[config.mk]
export PLATFORM = sky130hd
export DESIGN_NAME = ks_adder_pipe
export DESIGN_NICKNAME = d
export VERILOG_FILES = /design/src/rtl/ks_pkg.sv /design/src/rtl/ks_prefix_level.sv /design/src/rtl/ks_adder_pipe.sv
export SDC_FILE = /design/constraint.sdc
export NUM_CORES = 1
export LEC_CHECK = 0
export BUFFER_PORTS_ARGS = -buffer_cell sky130_fd_sc_hd__clkbuf_2
export CAP_MARGIN = 20
export CORE_MARGIN = 5
export CORE_UTILIZATION = 44
export DETAILED_ROUTE_END_ITERATION = 7
export GPL_TIMING_DRIVEN = 0
export PLACE_DENSITY_LB_ADDON = 0.25
export REMOVE_ABC_BUFFERS = 1
export SLEW_MARGIN = 30
export SYNTH_ARGS = -nofsm -noshare
export SYNTH_HDL_FRONTEND = slang
export SYNTH_SLANG_ARGS = --single-unit
[constraint.sdc]
create_clock -name clk -period 1.6 [get_ports clk]
set_input_delay 0.08 -clock clk [delete_from_list [all_inputs] [get_ports clk]]
set_output_delay 0.08 -clock clk [all_outputs]
set_load 0.01 [all_outputs]
[src/rtl/ks_pkg.sv]
// Shared helpers for the pipelined Kogge-Stone adder: prefix depth, stage count and latency.
package ks_pkg;

   function automatic int unsigned clog2(input int unsigned value);
      int unsigned result;
      int unsigned v;
      result = 0;
      v = value - 1;
      while (v != 0) begin
         result++;
         v = v >> 1;
      end
      return result;
   endfunction

   function automatic int unsigned ks_num_stages(input int unsigned width,
                                                 input int unsigned lvls_per_stage);
      return (clog2(width) + lvls_per_stage - 1) / lvls_per_stage;
   endfunction

   function automatic int unsigned ks_latency(input int unsigned width,
                                              input int unsigned lvls_per_stage);
      return ks_num_stages(width, lvls_per_stage) + 1;
   endfunction

   // Index of the last prefix level evaluated in front of stage register `stage`.
   function automatic int unsigned ks_group_last(input int unsigned stage,
                                                 input int unsigned lvls_per_stage,
                                                 input int unsigned levels);
      int unsigned upper;
      upper = (stage + 1) * lvls_per_stage;
      return ((upper < levels) ? upper : levels) - 1;
   endfunction

   localparam int unsigned KsDefaultWidth   = 32;
   localparam int unsigned KsDefaultLps     = 2;
   localparam int unsigned KsDefaultStages  = ks_num_stages(KsDefaultWidth, KsDefaultLps);
   localparam int unsigned KsDefaultLatency = ks_latency(KsDefaultWidth, KsDefaultLps);

endpackage

[src/rtl/ks_prefix_level.sv]
// One combinational Kogge-Stone prefix level: combines each (G,P) pair with the pair DIST below.
module ks_prefix_level #(
   parameter int unsigned WIDTH = 32,
   parameter int unsigned DIST  = 1
) (
   input  logic [WIDTH-1:0] g_in,
   input  logic [WIDTH-1:0] p_in,
   output logic [WIDTH-1:0] g_out,
   output logic [WIDTH-1:0] p_out
);

   always_comb begin
      g_out = g_in;
      p_out = p_in;
      for (int i = int'(DIST); i < int'(WIDTH); i++) begin
         g_out[i] = g_in[i] | (p_in[i] & g_in[i-int'(DIST)]);
         p_out[i] = p_in[i] & p_in[i-int'(DIST)];
      end
   end

endmodule

[src/rtl/ks_adder_pipe.sv]
// Pipelined Kogge-Stone adder/subtractor with valid/ready flow control and a tag sideband.
// Carry-in is folded in after the prefix tree so the tree itself is carry-in independent.
module ks_adder_pipe
   import ks_pkg::*;
#(
   parameter int unsigned WIDTH          = 32,
   parameter int unsigned LVLS_PER_STAGE = 2,
   parameter int unsigned TAG_W          = 4
) (
   input  logic             clk,
   input  logic             rst_n,
   input  logic             in_valid,
   output logic             in_ready,
   input  logic [WIDTH-1:0] in_a,
   input  logic [WIDTH-1:0] in_b,
   input  logic             in_cin,
   input  logic             in_sub,
   input  logic [TAG_W-1:0] in_tag,
   output logic             out_valid,
   input  logic             out_ready,
   output logic [WIDTH-1:0] out_sum,
   output logic             out_cout,
   output logic             out_ovf,
   output logic [TAG_W-1:0] out_tag
);

   localparam int unsigned LEVELS = clog2(WIDTH);
   localparam int unsigned NS     = ks_num_stages(WIDTH, LVLS_PER_STAGE);

   typedef struct packed {
      logic [WIDTH-1:0] g;
      logic [WIDTH-1:0] p;
      logic [WIDTH-1:0] p0;
      logic             c0;
      logic             sa;
      logic             sb;
      logic [TAG_W-1:0] tag;
      logic             vld;
   } ks_stage_t;

   logic             adv;
   logic [WIDTH-1:0] b_mod;
   ks_stage_t        prep;

   logic [WIDTH-1:0] lvl_g [LEVELS];
   logic [WIDTH-1:0] lvl_p [LEVELS];

   ks_stage_t stage_grp [NS];
   ks_stage_t stage_d   [NS];
   ks_stage_t stage_q   [NS];

   logic             out_valid_d, out_valid_q;
   logic [WIDTH-1:0] out_sum_d, out_sum_q;
   logic             out_cout_d, out_cout_q;
   logic             out_ovf_d, out_ovf_q;
   logic [TAG_W-1:0] out_tag_d, out_tag_q;

   logic [WIDTH:0]   carry;
   logic [WIDTH-1:0] sum_c;

   // Single global stall: the whole pipe advances only when the output slot can move.
   assign adv      = !out_valid_q || out_ready;
   assign in_ready = adv;

   always_comb begin
      b_mod     = in_sub ? ~in_b : in_b;
      prep.g    = in_a & b_mod;
      prep.p    = in_a ^ b_mod;
      prep.p0   = in_a ^ b_mod;
      prep.c0   = in_sub | in_cin;
      prep.sa   = in_a[WIDTH-1];
      prep.sb   = b_mod[WIDTH-1];
      prep.tag  = in_tag;
      prep.vld  = in_valid;
   end

   for (genvar k = 0; k < int'(LEVELS); k++) begin : g_level
      logic [WIDTH-1:0] g_src;
      logic [WIDTH-1:0] p_src;

      if (k == 0) begin : g_first
         assign g_src = prep.g;
         assign p_src = prep.p;
      end else if ((k % int'(LVLS_PER_STAGE)) == 0) begin : g_from_reg
         assign g_src = stage_q[k/int'(LVLS_PER_STAGE)-1].g;
         assign p_src = stage_q[k/int'(LVLS_PER_STAGE)-1].p;
      end else begin : g_chain
         assign g_src = lvl_g[k-1];
         assign p_src = lvl_p[k-1];
      end

      ks_prefix_level #(
         .WIDTH (WIDTH),
         .DIST  (1 << k)
      ) u_level (
         .g_in  (g_src),
         .p_in  (p_src),
         .g_out (lvl_g[k]),
         .p_out (lvl_p[k])
      );
   end

   for (genvar s = 0; s < int'(NS); s++) begin : g_stage
      localparam int unsigned Last = ks_group_last(s, LVLS_PER_STAGE, LEVELS);

      logic [WIDTH-1:0] p0;
      logic             c0;
      logic             sa;
      logic             sb;
      logic [TAG_W-1:0] tag;
      logic             vld;

      if (s == 0) begin : g_src_in
         assign p0  = prep.p0;
         assign c0  = prep.c0;
         assign sa  = prep.sa;
         assign sb  = prep.sb;
         assign tag = prep.tag;
         assign vld = prep.vld;
      end else begin : g_src_reg
         assign p0  = stage_q[s-1].p0;
         assign c0  = stage_q[s-1].c0;
         assign sa  = stage_q[s-1].sa;
         assign sb  = stage_q[s-1].sb;
         assign tag = stage_q[s-1].tag;
         assign vld = stage_q[s-1].vld;
      end

      assign stage_grp[s] = '{g: lvl_g[Last], p: lvl_p[Last], p0: p0, c0: c0,
                              sa: sa, sb: sb, tag: tag, vld: vld};
   end

   always_comb begin
      for (int s = 0; s < int'(NS); s++) begin
         stage_d[s] = adv ? stage_grp[s] : stage_q[s];
      end
   end

   always_ff @(posedge clk or negedge rst_n) begin
      if (!rst_n) begin
         for (int s = 0; s < int'(NS); s++) begin
            stage_q[s] <= '0;
         end
      end else begin
         for (int s = 0; s < int'(NS); s++) begin
            stage_q[s] <= stage_d[s];
         end
      end
   end

   // Gf/Pf span bits [i:0], so the carry into bit i+1 needs only c0 on top.
   always_comb begin
      carry[0] = stage_q[NS-1].c0;
      for (int i = 0; i < int'(WIDTH); i++) begin
         carry[i+1] = stage_q[NS-1].g[i] | (stage_q[NS-1].p[i] & stage_q[NS-1].c0);
      end
      sum_c = stage_q[NS-1].p0 ^ carry[WIDTH-1:0];
   end

   always_comb begin
      out_valid_d = out_valid_q;
      out_sum_d   = out_sum_q;
      out_cout_d  = out_cout_q;
      out_ovf_d   = out_ovf_q;
      out_tag_d   = out_tag_q;
      if (adv) begin
         out_valid_d = stage_q[NS-1].vld;
         out_sum_d   = sum_c;
         out_cout_d  = carry[WIDTH];
         out_ovf_d   = (stage_q[NS-1].sa == stage_q[NS-1].sb) &&
                       (sum_c[WIDTH-1] != stage_q[NS-1].sa);
         out_tag_d   = stage_q[NS-1].tag;
      end
   end

   always_ff @(posedge clk or negedge rst_n) begin
      if (!rst_n) begin
         out_valid_q <= 1'b0;
         out_sum_q   <= '0;
         out_cout_q  <= 1'b0;
         out_ovf_q   <= 1'b0;
         out_tag_q   <= '0;
      end else begin
         out_valid_q <= out_valid_d;
         out_sum_q   <= out_sum_d;
         out_cout_q  <= out_cout_d;
         out_ovf_q   <= out_ovf_d;
         out_tag_q   <= out_tag_d;
      end
   end

   assign out_valid = out_valid_q;
   assign out_sum   = out_sum_q;
   assign out_cout  = out_cout_q;
   assign out_ovf   = out_ovf_q;
   assign out_tag   = out_tag_q;

endmodule

==> metrics.md <==
| Metric | Value |
|---|---|
| FF-to-FF path depth | 8 |
| DRC | 0 |
| Worst-Skew Late Latency | 0.52 ns |
| Worst Max-Slew Pin Slew | 0.604 ns |
| Post-synth EDFFs | 0 |
| Fin crit share | 1.09 |
| Die area | ~38000 sq um |
| First-pass GRT wire length | roughly 65 mm |
| Largest register FFs | around 100 |
| Power Density | ~1800 nW/um^2 |
| Finish-stage setup viols | 43 |
| Max-Cap Viols | 0 |
| Reg2reg start | out_valid |
| PortBufs | between 100 and 150 |
| Vias in the first global route | ~12000 |
| Die X | 194 um |
| FF+latch count, synth | 348 |
| Critical Path RT | approximately 1.5 ns |
| Worst hold margin | -0.0108 ns |
| Non-Filler Instances | 2225 |
| Gp weighted congestion | roughly 0.81 |
| CTS tree | done |
| Violated checks | hold timing, setup timing |
| CP arrival | 1.66 ns |
| Vias/cell | 5.29 |
| Seq/Total Area, Yosys | 0.582 |
| HP Class | in -> reg |
| Pre-Repair DR Iteration Count | 5 |
| Antenna violations before repair | 0 |
| Iter 0 DRT Violations | between 900 and 1000 |
| Antenna Nets Post-Route | 0 |
| Leakage power | between 0.009 and 0.01 uW |
| FMAX | between 0.5 and 0.6 GHz |
| Final Hold Fails | 8 |
| Row Count | 67 |
| Ys flop type | dfrtp_1 |
| Flop-to-flop setup slack | -0.11 ns |
| CP endpoint kind | output port |
| # fillers | 2989 |
| GRT overflow | 0 |
| Synth cell types | 28 |
| Setup WS post-layout | -0.141 ns |
| # clock sinks | roughly 350 |
| Placed Cells incl. Taps | 2102 |
| Yosys warning count | 0 |
| Total routed wirelength | between 40 and 50 mm |
| Root Buffer | clkbuf_16 |
| RSZ-0062 raised after global routing | yes |
| Area of the core | around 34000 sq um |
| Max-slew violation count | 0 |
| Crit Path Max Fanout | 5 |
| N_diodes | 0 |
| Via count | roughly 12000 |
| Synthesized area | around 15000 sq um |
| Layout area overhead | 24.3% |
| Reg clk slew, reported paths | approximately 0.060 ns |
| Period minus WS final | 1.74 ns |
| Hold EP | g_stage[1].sa |
| Syn Area/Cell | between 9 and 10 sq um |
| Wire per inst | 18.2 um |
| Largest net degree at the start of global routing | 80 |
| Relative slew slack | 0.597 |
| Crit path launch type | register |
| H-tree depth | 2 |
| Nets | around 1900 |
| All-Layer GR Usage | 0.208 |
| Worst hold path startpoint | out_ready |
| Status | complete, but fails checks |
| Initial Utilization | 0.446 |
| Num CTS Buffers | 39 |
| Die Ht | 194 um |
| Dpl hpwl | roughly 24 mm |
| Setup tns final | -2.58 ns |
| Total power | approximately 34000 uW |
| Cell count after synthesis | between 1500 and 2000 |
| Worst-case clock buffer depth | 3 |
| Clock Skews | 0.0134 ns |
| Worst Path Class, Setup | reg -> out |
| Io pins | ~110 |
| Reg2reg end | g_level[4].p_src[29] |
| Fraction of registers with async set/reset | 1.00 |
| Share of post-route cells with drive strength above 1 | 0.145 |
| Worst slack, placed | -0.812 ns |
| Hold path depth | 4 |
| Maximum vdd drop | a little under 0.9 mV |
[final cells by class]
class                   instances  area (sq um)  area share
well taps                     448           561      0.0301
inverters                       5          35.0     0.00188
clock buffers                  64          1240      0.0668
flip-flops and latches        348          8710       0.468
multi-input cells            1167          5980       0.321
repair inverters                2          17.5    0.000941
clock inverters                 3          21.3     0.00114
repair buffers                188          2040       0.109
[Yosys cell counts (4+ instances only)]
master      n  area [sq um]
ha_1       37           463
a31oi_1     7          43.8
buf_4      10          75.1
o211ai_1   34           255
nor2_1     39           146
a21o_1      7          52.6
o31ai_1    23           173
inv_1       4          15.0
nand3_1    39           195
a21oi_1   114           571
dfrtp_1   348          8710
clkbuf_1    7          26.3
buf_2      66           330
nand3b_1    5          37.5
o21ai_0    82           410
a32o_1      4          40.0
a22o_1      5          43.8
xor2_1     63           552
o21a_1     33           248
nand2_1   657          2470
nor2b_1     9          56.3
[how the worst max path moves through the flow]
stage	startpoint	end	slack, ns	depth (start not counted)
global placement	out_valid	g_level[4].p_src[11]	-41.48	4
CTS	out_valid	in_ready	-0.18	6
detailed placement	out_valid	g_level[4].p_src[11]	-0.81	7
floorplan	out_valid	g_level[4].p_src[11]	-23.02	4
global route	out_valid	in_ready	-0.19	6
finish	out_valid	in_ready	-0.14	6
[routing by layer]
layer  share of wire  routed length [um]  vias up  track usage
li1                -                   -     5599            -
met1            0.45               18100     5747        0.298
met2            0.47               19000      361        0.330
met3           0.053                2150       74       0.0293
met4           0.031                1240        0       0.0667
met5               0                   0        -            0
[per-stage QoR]
stage,instance area [sq um],utilization
after floorplan,14500,-
after global placement,15700,0.467
after detailed placement,16300,0.486
after CTS,18300,0.547
after global routing,18600,0.555
final,18600,0.555
[logic make-up (layout without fill, tap and decap cells)]
logic type | count (synthesis) | count (layout) | share of synthesized area
buf+inv | 88 | 262 | 0.0301
fa+ha+maj | 37 | 37 | 0.0309
compound gates | 310 | 310 | 0.123
flops | 348 | 348 | 0.582
simple gates | 755 | 756 | 0.196
xor+xnor | 63 | 63 | 0.0369
mux | 1 | 1 | 0.000752
[cell usage in the layout, fill, tap and decap left out, drive strengths merged]
cell / count
bufbuf: 6
a32o: 4
and3: 1
mux2: 1
nor2: 39
or3: 2
inv: 8
o211ai: 34
nand2b: 1
nand3: 39
nand4: 2
clkinv: 1
dlygate4sd3: 14
o31ai: 23
o21bai: 1
a21o: 7
o21a: 33
a31oi: 7
clkbuf: 182
a22o: 5
nor2b: 10
dfrtp: 348
nand3b: 5
nand2: 657
xor2: 63
ha: 37
clkinvlp: 1
o21ai: 82
a21oi: 114
buf: 50
[critical path: stages, from the launching register on]
cell       delay [ns]
dfrtp_1          0.34
nor2b_4          0.19
clkbuf_16        0.16
buf_16           0.12
inv_16           0.05
buf_16           0.14
buf_6            0.12
[power breakdown]
group	internal (uW)	total (uW)	switching, uW
sequential	12000	14100	2100
clock	5280	8750	3480
combinational	4650	10700	6020
[timing repair]
item | CTS | global route
hold endpoints to repair | 81 | 0
setup buffers | 19 | 3
cloned | 17 | 6
gates resized for setup | 25 | 37
endpoints found under the setup margin | 317 | 193
pin swaps | 4 | 2
hold buffers | 14 | 0
Power figures use the tool's default switching activity.
